[src/rtl/disp_pkg.sv]
// disp_pkg: message codes, state encoding and number helpers shared with the display decoder
package disp_pkg;
  localparam logic [1:0] MSG_NUM = 2'b00;
  localparam logic [1:0] MSG_OP = 2'b01;
  localparam logic [1:0] MSG_VAL = 2'b10;
  localparam logic [1:0] MSG_ERR = 2'b11;
  localparam logic [1:0] DP_NONE = 2'b00;
  // state codes equal the message codes so msg is the state register itself
  localparam logic [1:0] S_NUM = MSG_NUM;
  localparam logic [1:0] S_OP = MSG_OP;
  localparam logic [1:0] S_VAL = MSG_VAL;
  localparam logic [1:0] S_ERR = MSG_ERR;
  localparam logic [8:0] RES_MIN = 9'h100;
  typedef struct packed {
    logic [7:0] bin;
    logic sgn;
    logic [1:0] dp;
  } num_t;
  function automatic num_t to_num(input logic [8:0] r, input logic [1:0] dp);
    logic [7:0] m;
    m = r[8] ? 8'(-r) : r[7:0];
    return '{bin: m, sgn: r[8], dp: dp};
  endfunction
endpackage

[src/rtl/disp_hold_timer.sv]
// disp_hold_timer: loadable down-counter that stops at zero; done while it reads zero
module disp_hold_timer #(
  parameter int HOLD = 50000000,
  parameter int TW = $clog2(HOLD)
) (
  input logic clk,
  input logic rst,
  input logic load,
  output logic done
);
  logic [TW-1:0] cnt;
  assign done = cnt == '0;
  always_ff @(posedge clk or posedge rst)
    if (rst) cnt <= '0;
    else cnt <= load ? TW'(HOLD - 1) : done ? cnt : cnt - TW'(1);
endmodule

[src/rtl/disp_msg_ctrl.sv]
// disp_msg_ctrl: turns calculator events into registered write strobes for the 7-seg decoder
module disp_msg_ctrl
  import disp_pkg::*;
#(
  parameter int ERR_HOLD = 50000000,
  parameter int TW = $clog2(ERR_HOLD)
) (
  input logic clk,
  input logic rst,
  input logic prompt_op,
  input logic prompt_val,
  input logic res_valid,
  input logic [8:0] res,
  input logic [1:0] res_dp,
  input logic err,
  output logic [1:0] msg,
  output logic display_sel,
  output logic wr_enable,
  output logic [7:0] bin,
  output logic sgn,
  output logic [1:0] dot,
  output logic err_active
);
  logic [1:0] state, n_state;
  num_t last, n_last, shown, n_shown;
  logic op_q, op_q2, val_q, val_q2;
  logic bad, load, done, n_wr;
  disp_hold_timer #(.HOLD(ERR_HOLD), .TW(TW)) u_timer (
    .clk(clk),
    .rst(rst),
    .load(load),
    .done(done)
  );
  always_comb begin
    bad = res_valid & (res == RES_MIN);
    n_last = (res_valid & ~bad) ? to_num(res, res_dp) : last;
    n_state = state;
    n_shown = shown;
    n_wr = 1'b0;
    load = 1'b0;
    if (err | bad) begin
      n_state = S_ERR;
      load = 1'b1;
      n_wr = 1'b1;
    end else if (state == S_ERR) begin
      // prompt edges seen while ERR is held are dropped; only the levels pick the exit screen
      if (done) begin
        n_state = op_q ? S_OP : val_q ? S_VAL : S_NUM;
        n_shown = (op_q | val_q) ? shown : n_last;
        n_wr = 1'b1;
      end
    end else if (res_valid) begin
      n_state = S_NUM;
      n_shown = n_last;
      n_wr = 1'b1;
    end else if (op_q & ~op_q2) begin
      n_state = S_OP;
      n_wr = state != S_OP;
    end else if (val_q & ~val_q2) begin
      n_state = S_VAL;
      n_wr = state != S_VAL;
    end
  end
  always_ff @(posedge clk or posedge rst)
    if (rst) begin
      state <= S_NUM;
      last <= '{bin: 8'd0, sgn: 1'b0, dp: DP_NONE};
      shown <= '{bin: 8'd0, sgn: 1'b0, dp: DP_NONE};
      wr_enable <= 1'b0;
      err_active <= 1'b0;
      {op_q, op_q2, val_q, val_q2} <= '0;
    end else begin
      state <= n_state;
      last <= n_last;
      shown <= n_shown;
      wr_enable <= n_wr;
      err_active <= n_state == S_ERR;
      {op_q, op_q2, val_q, val_q2} <= {prompt_op, op_q, prompt_val, val_q};
    end
  assign msg = state;
  assign display_sel = wr_enable;
  assign bin = shown.bin;
  assign sgn = shown.sgn;
  assign dot = shown.dp;
endmodule

[config.mk]
export PLATFORM = sky130hd
export DESIGN_NAME = disp_msg_ctrl
export DESIGN_NICKNAME = d
export VERILOG_FILES = /design/src/rtl/disp_pkg.sv /design/src/rtl/disp_hold_timer.sv /design/src/rtl/disp_msg_ctrl.sv
export SDC_FILE = /design/constraint.sdc
export NUM_CORES = 1
export LEC_CHECK = 0
export ABC_AREA = 0
export ABC_CLOCK_PERIOD_IN_PS = 3000
export BUFFER_PORTS_ARGS = -buffer_cell sky130_fd_sc_hd__buf_2
export CAP_MARGIN = 40
export CELL_PAD_IN_SITES_DETAIL_PLACEMENT = 1
export CELL_PAD_IN_SITES_GLOBAL_PLACEMENT = 1
export CORE_MARGIN = 1.5
export CORE_UTILIZATION = 45
export CTS_CLUSTER_DIAMETER = 60
export DETAILED_ROUTE_END_ITERATION = 8
export PLACE_DENSITY_LB_ADDON = 0.1
export SETUP_SLACK_MARGIN = 0.2
export SLEW_MARGIN = 20
export SYNTH_ARGS = -nofsm -noshare
export SYNTH_HDL_FRONTEND = slang
export SYNTH_SLANG_ARGS = --single-unit
[constraint.sdc]
create_clock -name clk -period 3 [get_ports clk]
set_input_delay 0.6 -clock clk [delete_from_list [all_inputs] [get_ports clk]]
set_output_delay 0.6 -clock clk [all_outputs]
set_load 0.01 [all_outputs]
==> metrics.csv, run 1 <==
stage;metric;value;unit
timing;fin_skew;0.0102;ns
grt;antenna_found_initial;0;
timing;tightest_slew;0.666;ns
setup_path;required;3.18;ns
power;p_leak;1.31;nW
synth;synth-warning-count;0;
grt;grt_util_met3;2.89;%
timing;final-hold-violation-count;0;
drt;detail-route-antenna-nets;0;
clock_tree;clk_path_buf_depth;2;
grt;grt_pass1_vias;2084;
placed_design;dp_hpwl;4560;um
clock_tree;root_buffer;clkbuf_8;
placed_design;dp_cells;370;
finish;multi_input_area;1270;sq um
clock_tree;cts_setup_buffers;0;
synth;syn_area_per_cell;10.4;sq um
power;powerDensity;434;nW/um^2
grt;grtUsageMet1;27.8;%
setup_path;crit_path_end_kind;flip-flop;
timing;period_share;86.2;%
die;coreArea;5960;sq um
synth;yosysTopAreaCell;dfrtp_1;
die;ios;33;
grt;use_met2;32.6;%
timing;layout_setup_ws;0.415;ns
synth;syn_area;2780;sq um
job;maxCapViolCount;0;
finish;nNetsFinal;321;
placed_design;port_buffers;32;
grt;busiest_layer;met2;
finish;seqCellArea;1400;sq um
grt;grt_pass1_wl;10200;um
grt;grt-ovfl-total;0;
timing;min_period;2.59;ns
synth;synth_enable_flop_cells;0;
grt;track_usage;20.0;%
clock_tree;htree_levels;2;
drt;wl;6210;um
finish;drive_above_1_share;21.5;%
power;ir_drop;0.190;mV
power;fin_total_pwr;1.36;mW
timing;tns;0;ns
synth;synthArstFlopShare;100;%
synth;synth_cell_types;48;
synth;synthesis.nets;286;
drt;drc;0;
placed_design;pre_cts_ws;0.421;ns
setup_path;start_kind;flip-flop;
die;die_height;81.6;um
drt;routed_via_density;5.54;
placed_design;dpl-instance-area;3040;sq um
finish;fillers;678;
status;run_status;finished clean;
finish;layout.cells.non_filler;378;
clock_tree;ctsHoldBuffers;0;
clock_tree;cts_tree;built;
timing;slew_headroom;55.6;%
finish;utilization;52.5;%
timing;rsz0062_at_grt;false;
min_path;hp-class;in -> async;
drt;wire_per_inst;16.4;um
finish;final_area;3130;sq um
die;num_rows;28;
timing;max_freq;0.387;GHz
die;fp.dieW;81.6;um
grt;grt_max_degree;25;
synth;netlist_top_cells_area;dfrtp_1 (50%), o21ai_0 (3.8%), or3_1 (3.1%), mux2_1 (2.8%), nand3_1 (2.5%);
timing;hold_ws;0.324;ns
finish;antenna_cells;0;
drt;drt_iter0_drc;81;
drt;dr_total_vias;2094;
setup_path;crit_type;reg -> reg;
synth;syn_inst;267;
clock_tree;clkSlewWorstSetupHoldPaths;0.10;ns
timing;drv_slew;0;
synth;ys.flop_type;dfrtp_1;
setup_path;crit_fanout;9;
synth;netlist.area_leader.share;50.4;%
setup_path;rr_worst_depth;5;
die;die-area;6660;sq um
drt;dr.pass1.iters;4;
synth;ys_ff_latch;56;
die;start_util;46.7;%
synth;ys_seq_area_share;50.4;%
placed_design;gp_congestion;0.740;
clock_tree;cts_sinks;56;
timing;setup_viol;0;
clock_tree;ctsResizeCount;0;
finish;area_delta_synth_final;12.5;%
clock_tree;clk_latency;0.30;ns
clock_tree;cts_buffers;5;
setup_path;cp.arrival;2.76;ns
-- path summary, 6_finish.rpt --
check / start / end / slack [ns]
worst max-delay path: u_timer.cnt[19] / msg[1] / 0.41
worst min-delay path: rst / dot[0] / 0.32
worst max register to register: u_timer.cnt[19] / msg[1] / 0.41
worst min register to register: val_q / val_q2 / 0.48
max in group asynchronous: rst / val_q2 / 2.04
min in group clk: prompt_val / val_q / 0.40
-- layout by cell type, fill, tap and decap left out, types with 2 or more instances in the layout --
cell type / n
a21oi_1: 8
o21ai_0: 21
nand2b_1: 4
o41ai_1: 2
xor2_1: 7
clkbuf_1: 2
o31ai_1: 6
nor4_1: 5
buf_4: 10
nand2_1: 18
o211ai_1: 3
nand3b_1: 2
nor3b_1: 4
inv_1: 10
nand4_1: 4
buf_2: 32
mux2_2: 3
clkbuf_8: 5
and2_1: 2
ha_1: 2
xnor2_1: 5
nor2_1: 14
or4_1: 6
or3_1: 14
mux2i_1: 4
nand4b_1: 2
mux2_4: 3
nand3_1: 14
nor3_1: 6
or4_4: 2
dfrtp_1: 56
nor2b_1: 3
mux2_1: 7
-- critical path, cell delays in order (launching register included) --
cell and delay [ns]:
dfrtp_1 0.43, or4_4 0.57, or4_4 0.52, or3_1 0.55
a31oi_4 0.27, o211ai_1 0.12
-- where the power goes --
part | internal [mW] | total [mW] | switching [mW]
clock | 0.168 | 0.408 | 0.240
combinational | 0.0585 | 0.140 | 0.0812
sequential | 0.792 | 0.809 | 0.0173
-- final cells by class --
class	instances	area share [%]
timing repair buffer	42	7.52
sequential	56	44.8
inverter	11	1.32
multi-input combinational	186	40.7
clock buffer	7	2.44
tap	75	3.00
clock inverter	1	0.280
-- flip-flops by register name (all words and copies together) (netlist names), 2 cells and up --
register,count
bin,8
dot,2
last,11
msg,2
u_timer.cnt,26
-- metal layers --
metal	share of wire, %	vias up
li1	-	1030
met1	51	1031
met2	46	25
met3	2.2	8
met4	1.1	0
met5	0	-
-- synth_stat cells (2+ instances only) --
master / count
dfrtp_1: 56
o21ai_0: 21
nand2_1: 18
nand3_1: 14
nor2_1: 14
or3_1: 14
inv_1: 11
clkbuf_1: 9
a21oi_1: 8
mux2_1: 7
xor2_1: 7
nor3_1: 6
o31ai_1: 6
or4_1: 6
nor4_1: 5
xnor2_1: 5
mux2i_1: 4
nand2b_1: 4
nand4_1: 4
nor3b_1: 4
mux2_2: 3
mux2_4: 3
nor2b_1: 3
o211ai_1: 3
and2_1: 2
buf_2: 2
buf_6: 2
ha_1: 2
nand3b_1: 2
nand4b_1: 2
o41ai_1: 2
or4_4: 2
-- cell families (layout without fill, tap and decap cells) --
logic type / count (synthesis) / after routing / share of synthesized area, %
buffers and inverters: 25 / 61 / 4.14
flip-flops: 56 / 56 / 50.4
AO/OA/AOI/OAI: 48 / 48 / 11.1
XOR/XNOR: 12 / 12 / 3.78
AND/OR/NAND/NOR: 107 / 107 / 22.6
multiplexers: 17 / 17 / 7.11
adder cells (fa/ha/maj): 2 / 2 / 0.900
Note: power is estimated with default switching activity, not from simulation.
==> run 2, diff against run 1 <==
Settings changed: ABC_AREA 0 to 1, CORE_UTILIZATION 45 to 43.
==> run 2 against run 1 <==
  * Non-clock buffer count shrank 6
  * First-iteration DRC count shrank 22%
  * Via count grew 22%
  * Sequential cell count is the same
  * Routed wire length grew 22%
==> metrics.csv, run 2 <==
stage;metric;value;unit
clock_tree;cts_sinks;56;
synth;ys_ff_latch;56;
timing;final-hold-violation-count;0;
clock_tree;clkSlewWorstSetupHoldPaths;0.11;ns
drt;drt_iter0_drc;63;
setup_path;crit_fanout;12;
setup_path;crit_type;in -> reg;
die;coreArea;6760;sq um
timing;slew_headroom;45.9;%
drt;drc;0;
finish;antenna_cells;0;
grt;grt_pass1_wl;13200;um
finish;mostFrequentLayoutCell;nand2_1;
clock_tree;cts_buffers;5;
synth;synth_cell_types;33;
clock_tree;clk_path_buf_depth;2;
power;p_leak;1.55;nW
power;fin_total_pwr;1.45;mW
drt;dr.pass1.iters;4;
placed_design;dp_hpwl;5920;um
placed_design;dp_cells;479;
placed_design;gp_congestion;0.880;
status;run_status;finished clean;
synth;synthXorXnorAreaFrac;4.41;%
setup_path;required;3.21;ns
timing;period_share;75.8;%
grt;track_usage;22.7;%
timing;setup_viol;0;
grt;antenna_found_initial;0;
timing;tightest_slew;0.809;ns
synth;syn_inst;372;
synth;synthArstFlopShare;100;%
synth;synth.most_common_cell;nand2_1;
drt;wl;7600;um
setup_path;worst_r2r_endpoint;sgn;
drt;wire_per_inst;15.6;um
synth;yosys.area_share.simple;35.7;%
placed_design;port_buffers;32;
finish;utilization;49.2;%
die;ios;33;
clock_tree;cts_setup_buffers;0;
synth;ys.flop_type;dfrtp_1;
job;maxCapViolCount;0;
synth;netlist.area_leader.share;47.1;%
synth;yosysTopAreaCell;dfrtp_1;
timing;drv_slew;0;
die;num_rows;30;
die;die-area;7430;sq um
synth;synthMuxAreaShare;0;%
timing;layout_setup_ws;0.725;ns
clock_tree;root_buffer;clkbuf_8;
setup_path;rr_worst_depth;11;
die;die_height;86.2;um
synth;netlist_top_cells_area;dfrtp_1 (47%), nand2_1 (12%), nor2_1 (6.4%), nand3_1 (5.9%), xor2_1 (3.5%);
setup_path;reg2reg_slack;0.83;ns
clock_tree;htree_levels;2;
synth;synth_top_family_by_area;simple AND/OR/NAND/NOR gates;
finish;largest_register_ffs;26;
timing;max_freq;0.440;GHz
synth;syn_area;2980;sq um
placed_design;pre_cts_ws;0.343;ns
clock_tree;cts_tree;built;
power;powerDensity;437;nW/um^2
drt;dr_total_vias;2563;
finish;fillers;847;
finish;nNetsFinal;425;
synth;synth-warning-count;0;
drt;detail-route-antenna-nets;0;
drt;routed_via_density;5.26;
synth;synth_enable_flop_cells;0;
synth;synth_common_cells;nand2_1 (97), dfrtp_1 (56), nor2_1 (51);
synth;ys_seq_area_share;47.1;%
finish;area_delta_synth_final;11.6;%
finish;top_register;u_timer.cnt;
clock_tree;ctsHoldBuffers;0;
clock_tree;clk_latency;0.32;ns
timing;tns;0;ns
setup_path;start_kind;input pin;
synth;synthAdderAreaFrac;0.840;%
timing;fin_skew;0.0133;ns
finish;layout.cells.non_filler;487;
die;start_util;44.1;%
timing;min_period;2.27;ns
finish;drive_above_1_share;16.5;%
die;fp.dieW;86.2;um
setup_path;cp.arrival;2.48;ns
grt;grt-ovfl-total;0;
grt;grt_max_degree;25;
power;ir_drop;0.177;mV
grt;grt_pass1_vias;2796;
synth;synth_compound_area_share;6.39;%
setup_path;r2r-start;u_timer.cnt[0];
clock_tree;ctsResizeCount;0;
setup_path;crit_path_end_kind;flip-flop;
timing;rsz0062_at_grt;false;
synth;syn_area_per_cell;8.00;sq um
synth;synthesis.nets;391;
min_path;hp-class;in -> async;
finish;layout_common_cells;nand2_1 (97), dfrtp_1 (56), nor2_1 (51);
[run 2: cell count changes in the layout (fill, tap and decap cells not counted), sizes merged, moves of 6 or more]
cell,delta
nor4,-7
or4,-8
mux2,-13
nand2,+84
or3,-14
nor2,+49
nand3,+22
inv,+18
buf,-6
[run 2: per-stage QoR]
| step | cell area (sq um) | hold WS [ns] |
|---|---|---|
| after global placement | 3200 | 0.357 |
| after floorplan | 2980 | 0.354 |
| after detailed placement | 3230 | 0.384 |
| after global routing | 3320 | 0.281 |
| final | 3320 | 0.257 |
| after CTS | 3320 | 0.270 |
[run 2: kinds of logic (layout without fill, tap and decap cells)]
group,after synthesis,in the layout
adders and majority gates,2,2
DFF,56,56
buffers and inverters,37,72
AOI/OAI and AO/OA,35,35
and+or+nand+nor,227,227
xor gates and xnor gates,15,15
[run 2: worst max-delay path: stages]
cell and delay (ns):
buf_2 0.07, inv_1 0.06, ha_1 0.23, nand4_1 0.18
nor2_1 0.08, nand2_1 0.06, nand2_1 0.06, nor2_1 0.62
nand2_2 0.32, nand2_1 0.14, nand2_1 0.06
[run 2: how the worst max path moves through the flow]
| stage | cells after the start | slack, ns | startpoint | endpoint |
|---|---|---|---|---|
| floorplan | 1 | 1.03 | rst | bin[0] |
| global placement | 11 | 0.52 | res[0] | bin[2] |
| detailed placement | 11 | 0.34 | res[0] | sgn |
| CTS | 11 | 0.69 | res[0] | sgn |
| global route | 11 | 0.51 | res[0] | dot[1] |
| finish | 11 | 0.73 | res[0] | sgn |
[run 2: layout make-up]
type / count / area (sq um) / share of cell area (%)
Tap cell: 80 / 100 / 3.01
Sequential cell: 56 / 1400 / 42.2
Inverter: 28 / 105 / 3.16
Multi-Input combinational cell: 279 / 1410 / 42.4
Clock inverter: 2 / 13.8 / 0.414
Timing Repair Buffer: 36 / 210 / 6.33
Clock buffer: 6 / 82.6 / 2.48
[run 2: power breakdown]
part	switching [mW]	internal, mW
Clock	0.257	0.190
Sequential	0.0254	0.805
Combinational	0.112	0.0643
Total	0.394	1.06
[run 2: layer usage]
layer	up-vias	track usage, %	wire length (um)
met3	10	3.43	151
met2	27	41.3	3930
met4	0	7.33	112
li1	1271	-	-
met5	-	0	0
met1	1255	27.6	3400
